--- src/rtl/truth_table_sweeper.sv ---
// Exhaustive truth-table sweeper: steps stim through every input vector, compares resp to expected.
// Optional MISR response signature enabled with `define SWEEP_MISR_EN.
module truth_table_sweeper #(
  parameter int N_IN  = 4,
  parameter int N_OUT = 2,
  parameter int DWELL = 10
) (
  input  logic             clk,
  input  logic             rst,
  input  logic             start,
  output logic [N_IN-1:0]  stim,
  input  logic [N_OUT-1:0] resp,
  input  logic [N_OUT-1:0] expected,
  output logic             busy,
  output logic             done,
  output logic [N_IN:0]    mismatch_cnt,
  output logic             fail_valid,
  output logic [N_IN-1:0]  first_fail_idx
`ifdef SWEEP_MISR_EN
  ,
  output logic [15:0]      signature
`endif
);

  localparam int DW = (DWELL > 1) ? $clog2(DWELL) : 1;
  localparam logic [DW-1:0]   DWELL_LAST = DW'(DWELL - 1);
  localparam logic [DW-1:0]   DW_ONE     = DW'(1);
  localparam logic [N_IN-1:0] STIM_ONE   = N_IN'(1);
  localparam logic [N_IN-1:0] LAST_VEC   = '1;
  localparam logic [N_IN:0]   CNT_ONE    = (N_IN + 1)'(1);

  typedef enum logic [1:0] {IDLE, RUN, DONE} state_t;

  state_t            state, state_d;
  logic [DW-1:0]     dwell_cnt, dwell_d;
  logic [N_IN-1:0]   stim_d, ffi_d;
  logic [N_IN:0]     cnt_d;
  logic              fv_d, busy_d, done_d;
  logic              sample, miss;
`ifdef SWEEP_MISR_EN
  logic [15:0]       sig_d;
`endif

  always_ff @(posedge clk or posedge rst) begin
    if (rst) begin
      state          <= IDLE;
      dwell_cnt      <= '0;
      stim           <= '0;
      mismatch_cnt   <= '0;
      fail_valid     <= 1'b0;
      first_fail_idx <= '0;
      busy           <= 1'b0;
      done           <= 1'b0;
`ifdef SWEEP_MISR_EN
      signature      <= '0;
`endif
    end else begin
      state          <= state_d;
      dwell_cnt      <= dwell_d;
      stim           <= stim_d;
      mismatch_cnt   <= cnt_d;
      fail_valid     <= fv_d;
      first_fail_idx <= ffi_d;
      busy           <= busy_d;
      done           <= done_d;
`ifdef SWEEP_MISR_EN
      signature      <= sig_d;
`endif
    end
  end

  // Each vector is judged once, on the last cycle of its dwell window.
  assign sample = (state == RUN) && (dwell_cnt == DWELL_LAST);
  assign miss   = sample && (resp != expected);

  always_comb begin
    state_d = state;
    dwell_d = dwell_cnt;
    stim_d  = stim;
    cnt_d   = mismatch_cnt;
    fv_d    = fail_valid;
    ffi_d   = first_fail_idx;
    busy_d  = busy;
    done_d  = done;
`ifdef SWEEP_MISR_EN
    sig_d   = signature;
`endif
    case (state)
      IDLE, DONE: begin
        if (start) begin
          state_d = RUN;
          dwell_d = '0;
          stim_d  = '0;
          cnt_d   = '0;
          fv_d    = 1'b0;
          ffi_d   = '0;
          busy_d  = 1'b1;
          done_d  = 1'b0;
`ifdef SWEEP_MISR_EN
          sig_d   = 16'hFFFF;
`endif
        end
      end
      RUN: begin
        if (sample) begin
          dwell_d = '0;
          if (miss) begin
            cnt_d = mismatch_cnt + CNT_ONE;
            if (!fail_valid) begin
              fv_d  = 1'b1;
              ffi_d = stim;
            end
          end
`ifdef SWEEP_MISR_EN
          sig_d = {signature[14:0], 1'b0} ^ (signature[15] ? 16'h1021 : 16'h0000) ^ 16'(resp);
`endif
          if (stim == LAST_VEC) begin
            state_d = DONE;
            stim_d  = '0;
            busy_d  = 1'b0;
            done_d  = 1'b1;
          end else begin
            stim_d = stim + STIM_ONE;
          end
        end else begin
          dwell_d = dwell_cnt + DW_ONE;
        end
      end
      default: begin
        state_d = IDLE;
        stim_d  = '0;
        busy_d  = 1'b0;
        done_d  = 1'b0;
      end
    endcase
  end

endmodule

--- config.mk ---
export PLATFORM = sky130hd
export DESIGN_NAME = truth_table_sweeper
export DESIGN_NICKNAME = d
export VERILOG_FILES = /design/src/rtl/truth_table_sweeper.sv
export SDC_FILE = /design/constraint.sdc
export NUM_CORES = 1
export LEC_CHECK = 0
export ABC_AREA = 1
export BUFFER_PORTS_ARGS = -buffer_cell sky130_fd_sc_hd__buf_2
export CORE_MARGIN = 5
export CORE_UTILIZATION = 47
export DETAILED_ROUTE_END_ITERATION = 10
export GPL_TIMING_DRIVEN = 0
export PLACE_DENSITY = 0.73
export SLEW_MARGIN = 20
export SYNTH_ARGS = -nofsm -noshare
export SYNTH_HDL_FRONTEND = slang
export SYNTH_SLANG_ARGS = --single-unit
export TNS_END_PERCENT = 20
--- constraint.sdc ---
create_clock -name clk -period 1.35 [get_ports clk]
set_input_delay 0.2025 -clock clk [delete_from_list [all_inputs] [get_ports clk]]
set_output_delay 0.2025 -clock clk [all_outputs]
set_load 0.02 [all_outputs]
==> metrics.cfg, run 1 <==
[setup_path]
endpoint_kind=flip-flop
r2r_start=dwell_cnt[1]
cp.required_ns=1.55
critPathMaxFanout=5
r2r_cells=9
worstSetupStartpoint=dwell_cnt[1]
r2r_slack_ns=0.01
r2r-end=first_fail_idx[1]
worstPathArrival_ns=1.54
crit_end=first_fail_idx[1]
cp-start-kind=flip-flop
path_class=flip-flop to flip-flop

[synth]
yosysUniqueCellTypes=20
synthSimpleGateAreaFrac_pct=33.1
ys_seq_area_share_pct=47.1
synth_top_family_by_area=simple AND/OR/NAND/NOR gates
synth_compound_area_share_pct=5.04
ys.flop_type=dfrtp_1
muxShareOfSynthArea_pct=0
synth-seq-cells=21
syn_nets=145
ys_top_cells_by_count=41 x nand2_1, 21 x dfrtp_1, 15 x inv_1
synth-edff-count=0
synth.avg_cell_area_um2=8.33
synth_most_common_cell=nand2_1
synth_fa_ha_area_share_pct=4.48
synth_xor_xnor_area_share_pct=3.92
synthArstFlopShare_pct=100
synth_top_area_share_pct=47.1
synth_warnings=0
ys_top_cells_by_area=dfrtp_1 47%, nand2_1 14%, nand3_1 5.4%
netlist_area_um2=1120
yosys.area.top_type=dfrtp_1
synthesis.instances=134

[detailed_routing]
detail-route-antenna-nets=0
highest_layer=met4
wl_um=2230
drc_errors=0
drtIter0Drc=21
wire_per_inst_um=11.6
wl_met1_um=977
met3_length_um=122
first_pass_iters=5
met2_length_um=1100
vias_per_cell=5.06
vias=972

[final_layout]
drive_gt1_share_pct=29.3
final_util_pct=60.8
ff_latch_area_um2=527
nFillCells=206
diodes=0
layoutNonFillerInstCount=192
multi_input_area_um2=559
area_growth_syn_to_layout_pct=21.7
layout.nets=176

[placement]
port_buffers=22
routabilityCongestion=0.800
dpl.hpwl_um=1600
placedCellCount=184

[timing]
hold_viol_final=0
slew_violations=0
rsz0062_at_grt=yes
period_minus_slack_ns=1.34
fmax_mhz=748
finalCritPeriodShare_pct=99.0
finClkSkew_ns=0.00230
tightest_slew_ns=0.772
hold_ws_ns=0.0230
setup_viol=0
relSlewSlack_pct=48.5

[clock_tree]
htreeDepth=1
numCtsBuffers=3
hold_buffers=0
path_clk_slew_ns=0.11
clockBufferDepth=2
cts_root_buffer=clkbuf_4
clock_sinks=21
clk_latency_ns=0.30
cts_tree=done

[die]
io_pins=23
die_y_um=58.7
rows=17
fp.dieArea_um2=3450
fp.coreArea_um2=2230
die_x_um=58.7
start_util_pct=50.0

[power_and_ir_drop]
irDropWorstVdd_uv=1040
power.leakage_nw=0.767
p_per_area_nw_per_um2=1690

[global_routing]
grt-ovfl-total=0
antenna_found_initial=0
grt_pass1_vias=903
grt_max_degree=22
grt_first_pass_wirelength_um=3940
grt_usage_pct=14.6

[outcome]
outcome=finished clean

[hold_path]
worstHoldPathType=primary input to asynchronous set/reset pin

[flow_run]
maxCapViolations=0

## placed cells by master, fill, tap and decap left out, drive strengths merged
cell | netlist | routed
nand3 | 13 | 13
buf | 0 | 26
o22ai | 1 | 1
a21oi | 4 | 4
nand4 | 1 | 1
ha | 4 | 4
xor2 | 2 | 2
o21ai | 6 | 6
dfrtp | 21 | 21
nand2 | 49 | 49
nor2 | 12 | 12
inv | 17 | 17
xnor2 | 3 | 3
clkbuf | 0 | 4
or2 | 1 | 1
## final cells by class
cell class	instances	area share, %
clock buffer	4	1.93
multi-input combinational	96	41.2
tap	28	2.58
inverter	17	5.25
sequential	21	38.8
timing repair buffer	26	10.3
## flip-flops by register name, indices dropped and copies added (netlist names)
| register | flops |
|---|---|
| fail_valid | 1 |
| first_fail_idx | 4 |
| dwell_cnt | 4 |
| state | 1 |
| done | 1 |
| stim | 4 |
| mismatch_cnt | 5 |
| busy | 1 |
## worst max-delay path: stages, from the launching register on
cell and delay [ns]:
dfrtp_1 0.42, inv_2 0.08, ha_4 0.13, nand3_4 0.09
nand2_4 0.09, nand2_4 0.08, nor2_4 0.16, nand2_4 0.07
nand2_1 0.07, nand2_1 0.04
## report_power, final
part           switching, W  total (W)  internal, W
registers          0.000202    0.00101     0.000812
logic              0.000569   0.000978     0.000408
clock network      0.000184   0.000299     0.000115
total              0.000955    0.00229      0.00134
## per-layer routing
metal | up-vias | global-route usage, %
li1 | 481 | -
met1 | 463 | 18.8
met2 | 24 | 24.8
met3 | 4 | 2.19
met4 | 0 | 4.85
met5 | - | 0
## worst min path at each step
stage,start,endpoint,slack [ns],cells past startpoint
finish,rst,mismatch_cnt[4],0.02,2
global route,rst,mismatch_cnt[4],0.12,2
CTS,rst,mismatch_cnt[4],0.05,2
detailed placement,rst,first_fail_idx[3],0.39,2
global placement,rst,first_fail_idx[3],0.38,2
floorplan,rst,busy,0.18,1
## cell families (layout without fill, tap and decap cells)
logic type               count (synthesis)  after routing
XOR/XNOR                                 5              5
adder cells (fa/ha/maj)                  4              4
AND/OR/NAND/NOR                         76             76
AO/OA/AOI/OAI                           11             11
buffers and inverters                   17             47
flip-flops                              21             21
## metrics by stage
step / TNS, ns / cell area (um^2) / worst slack (ns) / power (W)
after floorplan: 0 / 1120 / 0.0532 / 0.00158
after global placement: -0.390 / 1260 / -0.0470 / 0.00180
after detailed placement: -1.00 / 1260 / -0.109 / 0.00183
after CTS: -0.0139 / 1340 / -0.0119 / 0.00226
after global routing: -0.431 / 1360 / -0.0660 / 0.00248
final: 0 / 1360 / 0.0136 / 0.00229
## repair_timing
action | 4_1_cts | 5_1_grt
gates resized for setup | 6 | 6
buffers inserted | 3 | 1
setup endpoints to repair | 15 | 16
pin swaps | 4 | 3
Note: power is estimated with default switching activity, not from simulation.
==> inputs of run 2 (changes only) <==
--- a/config.mk
+++ b/config.mk
@@ -11,7 +11,7 @@
 export CORE_UTILIZATION = 47
 export DETAILED_ROUTE_END_ITERATION = 10
 export GPL_TIMING_DRIVEN = 0
-export PLACE_DENSITY = 0.73
+export PLACE_DENSITY = 0.7
 export SLEW_MARGIN = 20
 export SYNTH_ARGS = -nofsm -noshare
 export SYNTH_HDL_FRONTEND = slang
==> constraint.sdc (replaced) <==
create_clock -name clk -period 1.49 [get_ports clk]
set_input_delay 0.2235 -clock clk [delete_from_list [all_inputs] [get_ports clk]]
set_output_delay 0.2235 -clock clk [all_outputs]
set_load 0.02 [all_outputs]
==> run 2 against run 1 <==
  * Global-route usage down 0.29 points
  * Non-clock buffer count is 1 lower
  * Cell count shrank 0.52%
  * Largest cell class unchanged
  * First-iteration DRC count rose by 81%
  * Combinational power decreased by 15%
==> metrics.cfg, run 2 (synthesis results as in run 1) <==
[die]
io_pins=23
start_util_pct=50.0
die_y_um=58.7
die_x_um=58.7
fp.coreArea_um2=2230
fp.dieArea_um2=3450
rows=17

[final_layout]
diodes=0
final_area_um2=1340
largest_reg_flops=5
drive_gt1_share_pct=27.6
final_cell_mix=41 x nand2_1, 22 x buf_2, 20 x dfrtp_1
nFillCells=210
area_growth_syn_to_layout_pct=19.7
final_common_cell=nand2_1
regMostFlops=mismatch_cnt
layout.nets=175

[power_and_ir_drop]
internal_power_w=0.00117
swShare_pct=41.7
irDropWorstVdd_uv=1100
pwr-share-clk_pct=13.5
power.leakage_nw=0.757
p_switching_w=0.000841
pwr-share-seq_pct=45.3
pwr-share-comb_pct=41.2
power_w=0.00202
p_per_area_nw_per_um2=1510

[timing]
finClkSkew_ns=0.0118
hold_ws_ns=0.0549
tightest_slew_ns=0.805
fin_setup_tns_ns=0
fmax_mhz=721
worst_slack_ns=0.103
slew_violations=0
finalCritPeriodShare_pct=93.1
period_minus_slack_ns=1.39
setup_viol=0
relSlewSlack_pct=46.3
hold_viol_final=0

[setup_path]
crit_path_frequent_cell=nand2_4
worstPathArrival_ns=1.60
path_class=flip-flop to flip-flop
crit_slowest_cell=dfrtp_1
endpoint_kind=flip-flop
crit_buf_inv=1
crit_chain=inv_2 > ha_4 > nand3_4 > nand2_4 > nand2_4 > nor2_4 > nand2_4 > nand2_1 > nand2_1
crit_family=simple AND/OR/NAND/NOR gates
max_stage_delay_ns=0.42
cp.required_ns=1.70
critPathMaxFanout=5
cp-start-kind=flip-flop

[detailed_routing]
vias=950
drtIter0Drc=38
detail-route-antenna-nets=0
first_pass_iters=4
vias_per_cell=4.97
wl_um=2190
drc_errors=0
wire_per_inst_um=11.4

[placement]
routabilityCongestion=0.803
pre_cts_slack_ns=0.0670
port_buffers=22
dpl.hpwl_um=1640
dpl-instance-area_um2=1260

[global_routing]
grt_pass1_vias=941
grt_first_pass_wirelength_um=3890
grt_usage_pct=14.3
antenna_found_initial=0
grt_max_degree=22
grt-ovfl-total=0

[clock_tree]
path_clk_slew_ns=0.12
cts_root_buffer=clkbuf_4
hold_buffers=0
clock_sinks=21
clockBufferDepth=2
numCtsBuffers=3
clk_latency_ns=0.30
htreeDepth=1
cts_tree=done

[outcome]
outcome=finished clean

[flow_run]
maxCapViolations=0

[hold_path]
worstHoldPathType=primary input to asynchronous set/reset pin

[run 2: cell count changes in the layout (fill, tap and decap cells not counted), sizes merged]
cell  change
buf       -1
[run 2: layout make-up]
class                      instances  area [um^2]  share of cell area, %
clock buffer                       4         26.3                   1.97
inverter                          17         71.3                   5.34
multi-input combinational         96          544                   40.7
sequential                        21          527                   39.4
tap                               28         35.0                   2.62
timing repair buffer              25          133                   9.93
[run 2: what timing repair did]
| action | 4_1_cts | 5_1_grt |
|---|---|---|
| buffers inserted | 0 | 3 |
| gates resized for setup | 0 | 6 |
| endpoints found under the setup margin | 0 | 12 |
[run 2: path summary, 6_finish.rpt]
| kind | start | end | slack [ns] | cells after the start |
|---|---|---|---|---|
| max reg2reg | dwell_cnt[1] | first_fail_idx[2] | 0.10 | 9 |
| min in group clk | start | busy | 0.21 | 3 |
| max | dwell_cnt[1] | first_fail_idx[2] | 0.10 | 9 |
| max in group asynchronous | rst | dwell_cnt[0] | 0.88 | 2 |
| min | rst | state[0] | 0.05 | 2 |
| min reg2reg | first_fail_idx[3] | first_fail_idx[3] | 0.48 | 2 |
[run 2: per-stage QoR]
step / util, % / cells
global placement: 56.5 / 184
CTS: 57.6 / 188
global route: 59.8 / 191
finish: 59.8 / 191
floorplan: - / 134
detailed placement: 56.5 / 184
[run 2: power by group through the flow]
stage	sequential (W)	combinational, W	clock (W)
floorplan	0.00101	0.000423	0
detailed placement	0.000907	0.000757	0
CTS	0.000895	0.000759	0.000285
global route	0.000944	0.000940	0.000313
finish	0.000913	0.000830	0.000272
global placement	0.000895	0.000736	0
[run 2: worst register-to-register path: cells and delay by family (launching register included)]
kind | cells | cell delay, ns
AND/OR/NAND/NOR | 7 | 0.67
flip-flops | 1 | 0.42
adder cells (fa/ha/maj) | 1 | 0.13
buffers and inverters | 1 | 0.08
[run 2: metal layers]
layer  routed length [um]  track usage, %  vias up
met3                  125            3.51        2
met1                  961            18.4      452
met5                    0               0        -
met4                   12            5.18        0
li1                     -               -      477
met2                 1090            23.2       19
==> inputs of run 3 (changes only) <==
--- a/config.mk
+++ b/config.mk
@@ -9,6 +9,7 @@
 export BUFFER_PORTS_ARGS = -buffer_cell sky130_fd_sc_hd__buf_2
 export CORE_MARGIN = 5
 export CORE_UTILIZATION = 47
+export CTS_BUF_LIST = sky130_fd_sc_hd__clkbuf_8 sky130_fd_sc_hd__clkbuf_16
 export DETAILED_ROUTE_END_ITERATION = 10
 export GPL_TIMING_DRIVEN = 0
 export PLACE_DENSITY = 0.7
==> run 3 against run 2 <==
  * Routed wire length fell by 0.46%
  * Largest power group unchanged
  * Largest cell class unchanged
  * Cell count unchanged
  * Critical path depth stayed put
  * Sequential power barely moved
==> metrics.cfg, run 3 (synthesis results as in run 1) <==
[outcome]
outcome=finished clean

[setup_path]
critPathMaxFanout=5
worstSetupStartpoint=dwell_cnt[1]
r2r_cells=9
cp-start-kind=flip-flop
cp.required_ns=1.64
r2r_slack_ns=0.1
path_class=flip-flop to flip-flop
endpoint_kind=flip-flop
r2r-end=first_fail_idx[2]
r2r_start=dwell_cnt[1]
worstPathArrival_ns=1.54

[timing]
setup_viol=0
finalCritPeriodShare_pct=93.3
relSlewSlack_pct=47.7
finClkSkew_ns=0.00497
slew_violations=0
fin_setup_tns_ns=0
hold_viol_final=0
fmax_mhz=719
tightest_slew_ns=0.784
period_minus_slack_ns=1.39

[final_layout]
diodes=0
final_cell_mix=41 x nand2_1, 22 x buf_2, 20 x dfrtp_1
largest_reg_flops=5
final_area_um2=1360
layout.nets=175
regMostFlops=mismatch_cnt
drive_gt1_share_pct=27.6
area_growth_syn_to_layout_pct=21.4
final_common_cell=nand2_1

[global_routing]
grt-ovfl-total=0
grt_first_pass_wirelength_um=3940
grt_pass1_vias=952
grt_usage_pct=14.4
grt.busiest_layer=met2
grt_use_met3_pct=3.51
groute.layer.met2.usage_pct=22.9
antenna_found_initial=0
use_met1_pct=18.9
grt_max_degree=22

[placement]
dpl-instance-area_um2=1260
routabilityCongestion=0.803
dpl.hpwl_um=1640
port_buffers=22

[die]
start_util_pct=50.0
die_y_um=58.7
rows=17
die_x_um=58.7
io_pins=23
fp.dieArea_um2=3450
fp.coreArea_um2=2230

[clock_tree]
hold_buffers=0
clockBufferDepth=2
clk_latency_ns=0.25
cts_root_buffer=clkbuf_8
numCtsBuffers=3
cts_tree=done
path_clk_slew_ns=0.08
clock_sinks=21
htreeDepth=1

[detailed_routing]
drc_errors=0
vias_per_cell=4.95
vias=945
detail-route-antenna-nets=0
wire_per_inst_um=11.4
wl_um=2180
first_pass_iters=4
drtIter0Drc=30

[power_and_ir_drop]
irDropWorstVdd_uv=935
p_per_area_nw_per_um2=1560
power.leakage_nw=0.769

[hold_path]
worstHoldPathType=primary input to asynchronous set/reset pin

[flow_run]
maxCapViolations=0

## run 3: changes by cell type in the layout (fill, tap and decap cells not counted)
cell	before	now
inv_1	14	15
clkbuf_4	3	0
clkbuf_1	1	0
clkbuf_8	0	3
## run 3: worst max path at each step
stage                   endpoint  depth (start not counted)
6_report       first_fail_idx[2]                          9
5_1_grt        first_fail_idx[3]                          9
4_1_cts          mismatch_cnt[4]                          9
3_5_place_dp     mismatch_cnt[4]                          9
3_3_place_gp   first_fail_idx[0]                          9
2_1_floorplan  first_fail_idx[0]                          9
## run 3: cell type report
class	count	area, um^2
multi-input combinational	96	544
inverter	17	71.3
clock inverter	1	3.75
sequential	21	527
timing repair buffer	25	133
tap	28	35.0
fill	199	878
clock buffer	3	41.3
## run 3: repair_timing
| item | CTS | global route |
|---|---|---|
| buffers inserted | 0 | 3 |
| setup endpoints to repair | 0 | 12 |
| gates resized for setup | 0 | 6 |
| hold endpoints to repair | 0 | 0 |
## run 3: metal layers
metal,up-vias,wire length (um)
met5,-,0
met3,2,96
li1,477,-
met2,15,1070
met1,451,997
met4,0,12
## run 3: where the power goes
group	internal [W]	leakage (nW)	switching [W]
Combinational	0.000339	0.480	0.000502
Sequential	0.000737	0.262	0.000180
Clock	0.000183	0.0269	0.000173
## run 3: per-stage QoR
stage          instances  worst slack, ns  util [%]  total power (W)  hold slack (ns)
6_report             191            0.100      60.7          0.00211            0.104
5_1_grt              191         -0.00981      60.7          0.00229            0.185
4_1_cts              188           0.0558      58.5          0.00203            0.134
3_5_place_dp         184           0.0670      56.5          0.00166            0.412
3_3_place_gp         184           0.0986      56.5          0.00163            0.408
2_1_floorplan        134            0.193         -          0.00144            0.200
## run 3: worst max-delay path, stage by stage, from the launching register on
cell and delay (ns):
dfrtp_1 0.41, inv_2 0.08, ha_4 0.13, nand3_4 0.10, nand2_4 0.12, nand2_4 0.08
nor2_4 0.18, nand2_4 0.08, nand2_1 0.06, nand2_1 0.04
